--- config.mk ---
export PLATFORM = sky130hd
export DESIGN_NAME = nco_multi
export DESIGN_NICKNAME = d
export VERILOG_FILES = /design/src/rtl/nco_multi.sv
export SDC_FILE = /design/constraint.sdc
export NUM_CORES = 1
export LEC_CHECK = 0
export ABC_AREA = 0
export CORE_MARGIN = 5
export CORE_UTILIZATION = 55
export DETAILED_ROUTE_END_ITERATION = 7
export GPL_ROUTABILITY_DRIVEN = 1
export PLACE_DENSITY = 0.75
export SYNTH_ARGS = -nofsm -noshare
export SYNTH_HDL_FRONTEND = slang
export SYNTH_SLANG_ARGS = --single-unit
--- constraint.sdc ---
create_clock -name clk -period 13.6 [get_ports clk]
set_clock_uncertainty 0.1 [all_clocks]
set_input_delay 2.72 -clock clk [delete_from_list [all_inputs] [get_ports clk]]
set_output_delay 2.72 -clock clk [all_outputs]
set_load 0.02 [all_outputs]
--- src/rtl/nco_multi.sv ---
// nco_multi: time-multiplexed multi-channel NCO.
// One frame walks every channel through a shared quarter-wave LUT.
module nco_multi #(
  parameter int    NUM_CH   = 4,
  parameter int    PHASE_W  = 24,
  parameter int    QA_W     = 6,
  parameter int    OUT_W    = 10,
  parameter string LUT_FILE = "sine_qtr.hex",
  localparam int   CH_W     = (NUM_CH > 1) ? $clog2(NUM_CH) : 1
) (
  input  logic                    clk,
  input  logic                    rst,
  input  logic [PHASE_W-1:0]      fcw_wdata,
  input  logic [CH_W-1:0]         fcw_waddr,
  input  logic                    fcw_we,
  input  logic [NUM_CH-1:0]       ch_en,
  input  logic                    phase_clr,
  input  logic                    next_sample,
  input  logic                    overrun_clr,
  output logic [NUM_CH*OUT_W-1:0] code,
  output logic                    code_valid,
  output logic                    busy,
  output logic                    overrun
);

  if (PHASE_W < QA_W + 2 || NUM_CH < 1 || LUT_FILE == "")
  begin : g_bad_cfg
    $error("nco_multi: unsupported parameter set");
  end

  typedef enum logic [1:0] {IDLE, RUN, DRAIN} state_t;

  localparam int QN = 2 ** QA_W;
  localparam logic [OUT_W-1:0] MID =
    {1'b1, {(OUT_W-1){1'b0}}};
  localparam logic [CH_W-1:0] LAST = CH_W'(NUM_CH - 1);
  localparam longint PI_S = 64'sd3373259426;

  // q[i] = round((MID-1)*sin(2*pi*(i+0.5)/(4*QN))), Q30 Taylor series
  function automatic logic [OUT_W-2:0] q_val(input longint i);
    longint x;
    longint x2;
    longint t;
    longint acc;
    x   = (PI_S * (2 * i + 1)) >>> (QA_W + 2);
    x2  = (x * x) >>> 30;
    t   = x;
    acc = x;
    for (longint k = 1; k < 12; k++) begin
      t   = -((t * x2) >>> 30) / ((2 * k) * (2 * k + 1));
      acc = acc + t;
    end
    return (OUT_W-1)'(
      (longint'(2 ** (OUT_W - 1) - 1) * acc
       + (longint'(1) <<< 29)) >>> 30);
  endfunction

  logic [OUT_W-2:0] lut [QN];

  for (genvar i = 0; i < QN; i++) begin : g_lut
    assign lut[i] = q_val(longint'(i));
  end

  logic [1:0] rst_sync;
  logic       rst_n;

  always_ff @(posedge clk or negedge rst) begin
    if (!rst) rst_sync <= '0;
    else      rst_sync <= {rst_sync[0], 1'b1};
  end

  assign rst_n = rst_sync[1];

  state_t          state;
  logic [CH_W-1:0] idx;
  logic            drn;
  logic            fin;

  logic [PHASE_W-1:0] shadow [NUM_CH];
  logic [PHASE_W-1:0] active [NUM_CH];
  logic [PHASE_W-1:0] phase  [NUM_CH];

  logic            s1_vld;
  logic            s1_en;
  logic            s1_neg;
  logic [CH_W-1:0] s1_ch;
  logic [QA_W-1:0] s1_addr;
  logic [OUT_W-1:0] code_q [NUM_CH];

  logic               run;
  logic               accept;
  logic               drop;
  logic [PHASE_W-1:0] ph_cur;
  logic [1:0]         quad;
  logic [QA_W-1:0]    addr;
  logic [OUT_W-1:0]   qx;

  assign run    = (state == RUN);
  assign accept = next_sample && (state == IDLE);
  assign drop   = next_sample && (state != IDLE);
  assign busy   = (state != IDLE);
  assign ph_cur = phase[idx];
  assign quad   = ph_cur[PHASE_W-1 -: 2];
  assign addr   = ph_cur[PHASE_W-3 -: QA_W];
  assign qx     = {1'b0, lut[s1_addr]};

  always_ff @(posedge clk or negedge rst_n) begin
    if (!rst_n) begin
      state      <= IDLE;
      idx        <= '0;
      drn        <= 1'b0;
      fin        <= 1'b0;
      code_valid <= 1'b0;
      overrun    <= 1'b0;
    end else begin
      fin        <= 1'b0;
      code_valid <= fin;
      overrun    <= drop | (overrun & ~overrun_clr);
      unique case (state)
        IDLE: begin
          if (next_sample) begin
            state <= RUN;
            idx   <= '0;
          end
        end
        RUN: begin
          if (idx == LAST) begin
            state <= DRAIN;
            drn   <= 1'b0;
          end else begin
            idx <= idx + 1'b1;
          end
        end
        DRAIN: begin
          drn <= 1'b1;
          if (drn) begin
            state <= IDLE;
            fin   <= 1'b1;
          end
        end
        default: state <= IDLE;
      endcase
    end
  end

  // addresses >= NUM_CH match no channel and are dropped
  always_ff @(posedge clk or negedge rst_n) begin
    if (!rst_n) begin
      for (int k = 0; k < NUM_CH; k++) begin
        shadow[k] <= '0;
        active[k] <= '0;
        phase[k]  <= '0;
      end
    end else begin
      for (int k = 0; k < NUM_CH; k++) begin
        if (fcw_we && fcw_waddr == CH_W'(k))
          shadow[k] <= fcw_wdata;
        if (accept)
          active[k] <= shadow[k];
        if (phase_clr)
          phase[k] <= '0;
        else if (run && idx == CH_W'(k) && ch_en[k])
          phase[k] <= phase[k] + active[k];
      end
    end
  end

  always_ff @(posedge clk or negedge rst_n) begin
    if (!rst_n) begin
      s1_vld  <= 1'b0;
      s1_en   <= 1'b0;
      s1_neg  <= 1'b0;
      s1_ch   <= '0;
      s1_addr <= '0;
      for (int k = 0; k < NUM_CH; k++)
        code_q[k] <= MID;
    end else begin
      s1_vld  <= run;
      s1_en   <= ch_en[idx];
      s1_neg  <= quad[1];
      s1_ch   <= idx;
      s1_addr <= quad[0] ? ~addr : addr;
      if (s1_vld) begin
        if (!s1_en)      code_q[s1_ch] <= MID;
        else if (s1_neg) code_q[s1_ch] <= MID - qx;
        else             code_q[s1_ch] <= MID + qx;
      end
    end
  end

  for (genvar k = 0; k < NUM_CH; k++) begin : g_code
    assign code[k*OUT_W +: OUT_W] = code_q[k];
  end

endmodule

==> results of run 1 <==
==> report_power, final <==
part	internal [uW]	switching [uW]	total, uW
combinational	859	1010	1870
clock	640	405	1040
sequential	1350	282	1640
==> state kept, by name, indices dropped and copies added (netlist names) <==
signal,count
active,96
code,40
code_valid,1
drn,1
fin,1
idx,2
overrun,1
phase,96
rst_sync,2
s1_addr,6
s1_ch,2
s1_en,1
s1_neg,1
s1_vld,1
shadow,96
state,2
==> cell usage after synthesis (5+ instances only) <==
| cell | count | area (um2) |
|---|---|---|
| nor2_1 | 73 | 274 |
| nand4_1 | 11 | 68.8 |
| nand3_1 | 41 | 205 |
| o31ai_1 | 10 | 75.1 |
| o21ai_1 | 20 | 100 |
| xnor2_1 | 56 | 490 |
| a21o_1 | 38 | 285 |
| nor3_1 | 15 | 75.1 |
| mux4_2 | 12 | 270 |
| a31oi_1 | 10 | 62.6 |
| and3_1 | 12 | 75.1 |
| clkbuf_1 | 61 | 229 |
| nand3b_1 | 8 | 60.1 |
| a21oi_1 | 158 | 791 |
| o21bai_1 | 13 | 97.6 |
| mux2i_1 | 7 | 70.1 |
| o21a_1 | 7 | 52.6 |
| inv_1 | 43 | 161 |
| xor2_1 | 21 | 184 |
| a211oi_1 | 23 | 173 |
| nor2b_1 | 16 | 100 |
| o21ai_0 | 70 | 350 |
| buf_1 | 5 | 18.8 |
| nor4_1 | 8 | 50.1 |
| dfrtp_1 | 345 | 8630 |
| nand2b_1 | 14 | 87.6 |
| ha_1 | 107 | 1340 |
| mux2_2 | 193 | 2170 |
| o211ai_1 | 8 | 60.1 |
| nand2_1 | 215 | 807 |
| or3_1 | 12 | 75.1 |
| buf_2 | 6 | 30.0 |
==> kinds of logic (layout without fill, tap and decap cells) <==
logic type | count (synthesis) | in the layout | synth area share [%]
compound gates | 416 | 416 | 14.1
xor+xnor | 77 | 77 | 3.62
fa+ha+maj | 111 | 111 | 7.62
buf+inv | 124 | 204 | 2.77
flops | 349 | 349 | 46.9
mux | 213 | 213 | 13.6
other cells | 1 | 1 | 0.0201
simple gates | 455 | 455 | 11.4
==> how the worst max path moves through the flow <==
stage / from / to / cells after the start
floorplan: rst_sync[1] / active[0] / 0
global placement: next_sample / active[27] / 6
detailed placement: next_sample / active[0] / 6
CTS: next_sample / active[66] / 6
global route: next_sample / active[28] / 6
finish: next_sample / active[1] / 6
==> cell type report <==
| class | count | area, um2 |
|---|---|---|
| Sequential cell | 349 | 8740 |
| Clock inverter | 12 | 170 |
| Timing Repair Buffer | 93 | 891 |
| Tap cell | 448 | 561 |
| Fill cell | 2592 | 12400 |
| Inverter | 45 | 169 |
| Clock buffer | 54 | 1100 |
| Multi-Input combinational cell | 1273 | 9380 |
==> layer usage <==
layer / share of wire, % / track usage, % / up-vias
met2: 49 / 37.5 / 314
met4: 3.3 / 7.16 / 2
met5: 0.031 / 0 / -
met1: 44 / 28.7 / 6662
met3: 3.7 / 2.87 / 91
li1: - / - / 6384
==> stage by stage <==
| step | utilization (%) | area [um2] | std cells |
|---|---|---|---|
| floorplan | - | 18600 | 1746 |
| global placement | 59.0 | 19700 | 2208 |
| detailed placement | 59.0 | 19700 | 2208 |
| CTS | 62.8 | 21000 | 2274 |
| global route | 62.8 | 21000 | 2274 |
| finish | 62.8 | 21000 | 2274 |
==> worst reg2reg max path: stages (launching register included) <==
cell and delay (ns):
dfrtp_1 0.55, inv_1 0.25, ha_1 0.49, inv_1 0.13, mux4_2 0.46, o211ai_1 0.19
o311a_1 0.27, ha_1 0.23, inv_1 0.08, o31ai_1 0.29, xnor2_1 0.15, nand2_1 0.15
o21ai_0 0.22
==> placed cells by master, fill, tap and decap left out, types with 13 or more instances in the layout <==
cell type / instances
o21ai_1: 20
xor2_1: 21
ha_1: 107
nand2_1: 215
a21o_1: 38
nor2b_1: 16
dfrtp_1: 344
a211oi_1: 23
nor3_1: 15
nor2_1: 72
o21bai_1: 13
a21oi_1: 158
nand2b_1: 14
buf_4: 16
nand3_1: 41
xnor2_1: 56
o21ai_0: 70
inv_1: 43
clkbuf_16: 39
mux2_2: 193
clkdlybuf4s50_1: 77
==> metrics, run 1 <==
DP HPWL 28700 um; VDD IR max 0.140 mV; vias 13500; Vias/cell 5.92; Reg2Reg Depth 12; Slew Limit Headroom 18.9%; die area 0.0376 mm2; synthesized area 0.0186 mm2; n_diodes 0; GP Congestion 0.868; Hold Path Sink rst_sync[1]; TritonCTS Buffers 39; fraction of layout cells with a size suffix above 1 17.1%; Final Max Tran Viols 0; CTS tree built; CP delay by family, top buffers and inverters; syn_nets 1893; CP max FO 50; worst r2r dst code[14]; DRT Wirelength 41700 um; status finished clean; number of gates resized after cts 0; Synth cell types 88; Worst EP arrival 5.09 ns; leakage power 0.00937 uW; Die Ht 194 um; fmax 0.208 GHz; core area 0.0334 mm2; H-tree depth 2; die width 194 um; Area Overhead vs Synth 12.9%; Main synth FF type dfrtp_1; #FFs+latches synth 349; clock-pin slew on the worst setup and hold paths 0.05 ns; Setup Crit Path Kind input port to flop; drt pass-1 iters 4; min-delay worst type flop to flop; Crit-path slowest cell buf_4; Hold Crit Start rst_sync[0]; Synth Warn # 0; drt initial violations 707; total power 4550 uW; largest net degree at the start of global routing 86; Worst-Margin Slew 1.21 ns; first-pass GRT wire length 68700 um; Worst Hold Margin 0.250 ns; worst r2r src s1_addr[1]; wire per inst 18.3 um; Clock Latency Late Sink 0.51 ns; CP Buf/Inv Count 4; RSZ-0062 raised after global routing false; final net count 1948; initial antenna violation count 1; fin crit share 35.3%; crit start category input port; Hold Vio Cnt, Final 0; Worst setup EP type flop; pre-CTS setup slack 8.26 ns; Worst path max stage delay 0.69 ns; hold path cells 0; worst path cell trace clkdlybuf4s50_1, inv_1, nor2_4, buf_4, buf_4, mux2_2; final setup fails 0; post-CTS setup buffer count 0; MaxCap Viol Count 0; Port Buffers 78; drc violations 0; antenna-violating nets left 0; Final Worst Setup Slack 8.80 ns; CTS root buf clkbuf_16; setup slack, reg-to-reg 9.96 ns; Congestion Overflow GR 0; Synth async-reset ratio 100%; Seq/Total Area, Yosys 46.9%; initial core utilization 55.7%; std cell rows 67; # IOs 79; synthesized instance count 1746; Period minus WS final 4.80 ns; CTS max path bufs 3; clock sink count 349; vias in the first global route 13500; number of synthesized flops with an enable pin 0; CP required 13.89 ns; CP most frequent cell buf_4; Syn Area/Cell 10.7 um2; GR Util All Layers 21.8%; power density over cell area 216 mW/mm2; TNS Setup 0 ns; Post-CTS Hold Buffers 0
No activity file was read; power rests on OpenSTA's default activity.
==> run 2: changes to the inputs <==
PLACE_DENSITY = 0.78   (was 0.75)
clock period = 4.2 ns   (was 13.6 ns; I/O delays follow)
==> run 2 against run 1 <==
Power increased to 3.3 times the previous value. Clock-buffer cell count increased by 1. Sequential power rose to 3.2 times the previous value. Clock power increased to 3.4 times the previous value. Combinational power rose to 3.3 times the previous value. Critical path depth up 6. Critical path type is now flop to flop. Sequential cell count did not move. Non-clock buffer count unchanged.
==> metrics, run 2 (synthesized netlist as in run 1, its figures left out) <==
status finished clean; Worst path max stage delay 0.50 ns; final setup fails 0; sw power 5540 uW; origin of the worst setup path s1_addr[1]; Layout Cell Area excl Fill 0.0211 mm2; CTS max path bufs 3; initial core utilization 55.7%; CTS tree built; CP Buf/Inv Count 3; initial antenna violation count 1; crit start category flop; Reg2Reg Depth 12; Final Max Tran Viols 0; antenna-violating nets left 0; largest net degree at the start of global routing 135; Post-CTS Hold Buffers 0; min-delay worst type flop to asynchronous set/reset pin; CTS root buf clkbuf_16; number of gates resized after cts 0; core area 0.0334 mm2; Period minus WS final 3.46 ns; worst r2r dst code[24]; Die Ht 194 um; Setup Crit Path Kind flop to flop; Area Overhead vs Synth 13.4%; TNS Setup 0 ns; power density over cell area 705 mW/mm2; CP most frequent cell inv_1; H-tree depth 2; total power 14900 uW; sequential share of power 35.4%; clock sink count 349; Worst-Margin Slew 1.04 ns; biggest regs active (96), phase (96), shadow (96); Worst setup EP type flop; Slew Limit Headroom 30.7%; post-CTS setup buffer count 0; setup slack, reg-to-reg 0.74 ns; Vias/cell 5.98; Worst EP arrival 3.76 ns; Finished Core Util 63.1%; std cell rows 67; drt initial violations 697; sw frac 37.2%; CP delay by family, top compound AO/OA/AOI/OAI gates; GP Congestion 0.918; CP required 4.51 ns; fin crit share 82.3%; clock share of power 23.5%; leakage power 0.00940 uW; VDD IR max 0.449 mV; Logic pwr share 41.0%; worst setup path endpoint code[24]; # IOs 79; DP HPWL 28800 um; final net count 1947; most common cell after layout, fill and taps aside dfrtp_1; Congestion Overflow GR 0; Port Buffers 78; dpl cell area 0.0198 mm2; TritonCTS Buffers 38; Crit-path slowest cell dfrtp_1; fmax 0.289 GHz; Clock Latency Late Sink 0.51 ns; DRT Wirelength 42000 um; n_diodes 0; wire per inst 18.4 um; RSZ-0062 raised after global routing false; drt pass-1 iters 5; GR Util All Layers 22.2%; vias in the first global route 13800; most frequent cells in the layout dfrtp_1, nand2_1, mux2_2; clock-pin slew on the worst setup and hold paths 0.06 ns; first-pass GRT wire length 70200 um; Hold Vio Cnt, Final 0; worst path cell trace inv_1, ha_1, inv_1, mux4_2, o211ai_1, o311a_1, ha_1, inv_1, o31ai_1, xnor2_1, nand2_1, o21ai_0; die area 0.0376 mm2; MaxCap Viol Count 0; Internal 9340 uW; vias 13600; fraction of layout cells with a size suffix above 1 17.3%; WP depth 12; worst r2r src s1_addr[1]; CP max FO 9; die width 194 um; drc violations 0
[run 2: cell types whose count changed in the layout (fill, tap and decap cells not counted)]
cell | before | now
clkbuf_8 | 7 | 9
bufinv_16 | 4 | 5
clkinv_2 | 5 | 4
buf_4 | 16 | 13
clkinvlp_4 | 1 | 2
clkbuf_1 | 8 | 7
buf_12 | 0 | 3
[run 2: per-stage QoR]
step           cells  setup WS (ns)  hold slack, ns
2_1_floorplan   1746          0.654           0.231
3_3_place_gp    2208          0.946           0.189
3_5_place_dp    2208          0.824           0.192
4_1_cts         2276          0.771           0.198
5_1_grt         2276          0.493           0.228
6_report        2276          0.743           0.180
[run 2: layer usage]
layer  part of all wire [%]  vias up  global-route usage [%]  wire, um
met4                    4.4        2                    9.38      1850
met1                     42     6708                    28.8     17600
li1                       -     6367                       -         -
met3                    4.8      117                    3.27      2020
met5                  0.031        -                       0        13
met2                     49      422                    37.4     20500
[run 2: final cells by class]
cell class,count,area [um2]
fillers,2567,12300
multi-input cells,1273,9380
flip-flops and latches,349,8740
clock buffers,55,1130
repair buffers,93,928
well taps,448,561
clock inverters,13,203
inverters,45,169
[run 2: how the worst min path moves through the flow]
stage | startpoint | endpoint | slack [ns] | cells past startpoint
floorplan | fin | code_valid | 0.23 | 0
global placement | rst_sync[1] | phase[2] | 0.19 | 0
detailed placement | rst_sync[1] | phase[2] | 0.19 | 0
CTS | rst_sync[1] | phase[6] | 0.20 | 0
global route | rst_sync[1] | phase[2] | 0.23 | 0
finish | rst_sync[1] | phase[6] | 0.18 | 0
[run 2: power by group through the flow]
stage	logic [uW]	registers [uW]	clock network, uW
6_report	6110	5270	3500
5_1_grt	6760	5410	3710
4_1_cts	6090	5270	3560
3_5_place_dp	6020	5320	0
3_3_place_gp	5800	5260	0
2_1_floorplan	4710	5130	0
==> run 3: changes to the inputs <==
clock period = 3.1 ns   (was 4.2 ns; I/O delays follow)
==> run 3 against run 2 <==
Cell count is 2.3% higher. Combinational power is 48% higher. Final area is 2.6% higher. Via count is 1.1% higher. Sequential cell count stayed put. Non-clock buffer count is 52 higher. Largest power group unchanged. First-iteration DRC count is 2.6% lower. Clock power is 33% higher. Largest cell class unchanged. Utilization is 1.7 points higher.
==> metrics, run 3 (synthesized netlist as in run 1, its figures left out) <==
leakage power 0.00969 uW; power density over cell area 954 mW/mm2; largest net degree at the start of global routing 98; Slew Limit Headroom 48.1%; Port Buffers 78; wire per inst 18.4 um; drt initial violations 679; Layout Cells excl Fill 2328; final net count 1999; first-pass GRT wire length 70900 um; Crit-path slowest cell dfrtp_1; CTS tree built; clock-pin slew on the worst setup and hold paths 0.06 ns; MaxCap Viol Count 0; RSZ-0062 raised after global routing true; DP HPWL 29300 um; Setup Crit Path Kind flop to flop; Congestion Overflow GR 0; CTS max path bufs 3; min-delay worst type input port to asynchronous set/reset pin; Worst path max stage delay 0.39 ns; CTS root buf clkbuf_16; Vias/cell 5.91; vias 13800; # IOs 79; std cell rows 67; core area 0.0334 mm2; Worst-Margin Slew 0.779 ns; # fillers 2508; n_diodes 0; Final Worst Setup Slack 0.0360 ns; status finished clean; antenna-violating nets left 0; worst path cell trace ha_2, fa_2, a21o_1, a21oi_2, o21ai_2, a221o_1, a211o_1, a2111oi_4, or3_1, mux2i_1, nand2_1; most common cell after layout, fill and taps aside dfrtp_1; drc violations 0; initial antenna violation count 1; dpl cell area 0.0201 mm2; clock sink count 349; TNS Setup 0 ns; CP required 3.40 ns; Clock Latency Late Sink 0.52 ns; fmax 0.326 GHz; TritonCTS Buffers 38; die width 194 um; initial core utilization 55.7%; biggest regs active (96), phase (96), shadow (96); crit start category flop; Post-CTS Hold Buffers 0; H-tree depth 2; VDD IR max 0.685 mV; Final Max Tran Viols 0; die area 0.0376 mm2; fin crit share 98.8%; final setup fails 0; pre-CTS setup slack -0.0979 ns; Area Overhead vs Synth 16.3%; GP Congestion 0.908; CP max FO 3; placed insts 2251; drt pass-1 iters 6; Die Ht 194 um; fraction of layout cells with a size suffix above 1 21.2%; Layout Cell Area excl Fill 0.0217 mm2; vias in the first global route 14100; Worst EP arrival 3.36 ns; GR Util All Layers 22.4%; Hold Vio Cnt, Final 0; most frequent cells in the layout dfrtp_1, nand2_1, mux2_2; total power 20700 uW; DRT Wirelength 42800 um; Period minus WS final 3.06 ns; Worst setup EP type flop
-- run 3: cell count changes in the layout (fill, tap and decap cells not counted), sizes merged --
cell    previous run  this run
clkbuf            55        51
buf               16        68
clkinv             6        10
-- run 3: through the flow --
step | util (%) | hold slack (ns)
3_3_place_gp | 60.2 | 0.212
4_1_cts | 64.2 | 0.138
3_5_place_dp | 60.2 | 0.215
2_1_floorplan | - | 0.224
5_1_grt | 64.8 | 0.137
6_report | 64.8 | 0.155
-- run 3: path summary, 6_finish.rpt --
kind / depth (start not counted) / endpoint / slack (ns) / startpoint
max in group asynchronous: 1 / shadow[21] / 1.85 / rst_sync[1]
setup reg to reg: 11 / phase[68] / 0.04 / active[48]
hold / removal: 1 / rst_sync[1] / 0.16 / rst
min in group clk: 0 / rst_sync[1] / 0.25 / rst_sync[0]
hold reg to reg: 0 / active[1] / 0.21 / rst_sync[1]
setup / recovery: 11 / phase[68] / 0.04 / active[48]
-- run 3: what timing repair did --
action	in CTS	in global routing
endpoints found under the setup margin	7	45
pin swaps	10	12
resized for setup	6	37
setup buffers	2	7
-- run 3: cell type report --
cell class	count	area, um2	share of cell area [%]
Sequential cell	349	8740	40.4
Inverter	45	169	0.780
Clock inverter	17	230	1.06
Timing Repair Buffer	145	1360	6.26
Multi-Input combinational cell	1273	9550	44.1
Clock buffer	51	1060	4.90
Tap cell	448	561	2.59
-- run 3: routing by layer --
metal	GRT usage (%)	wire [um]
met1	29.2	18200
met2	38.0	20900
met3	3.15	1930
met4	9.11	1740
met5	0	19
-- run 3: report_power, final --
part / internal [uW] / switching (uW) / total (uW)
Clock: 2830 / 1820 / 4650
Sequential: 5940 / 1050 / 6990
Combinational: 4190 / 4840 / 9030
Total: 13000 / 7710 / 20700
-- run 3: worst max-delay path, delay by kind of cell, from the launching register on --
family,cells,cell delay (ns)
flip-flops,1,0.39
adder cells (fa/ha/maj),2,0.54
AND/OR/NAND/NOR,2,0.23
multiplexers,1,0.18
AO/OA/AOI/OAI,6,1.50
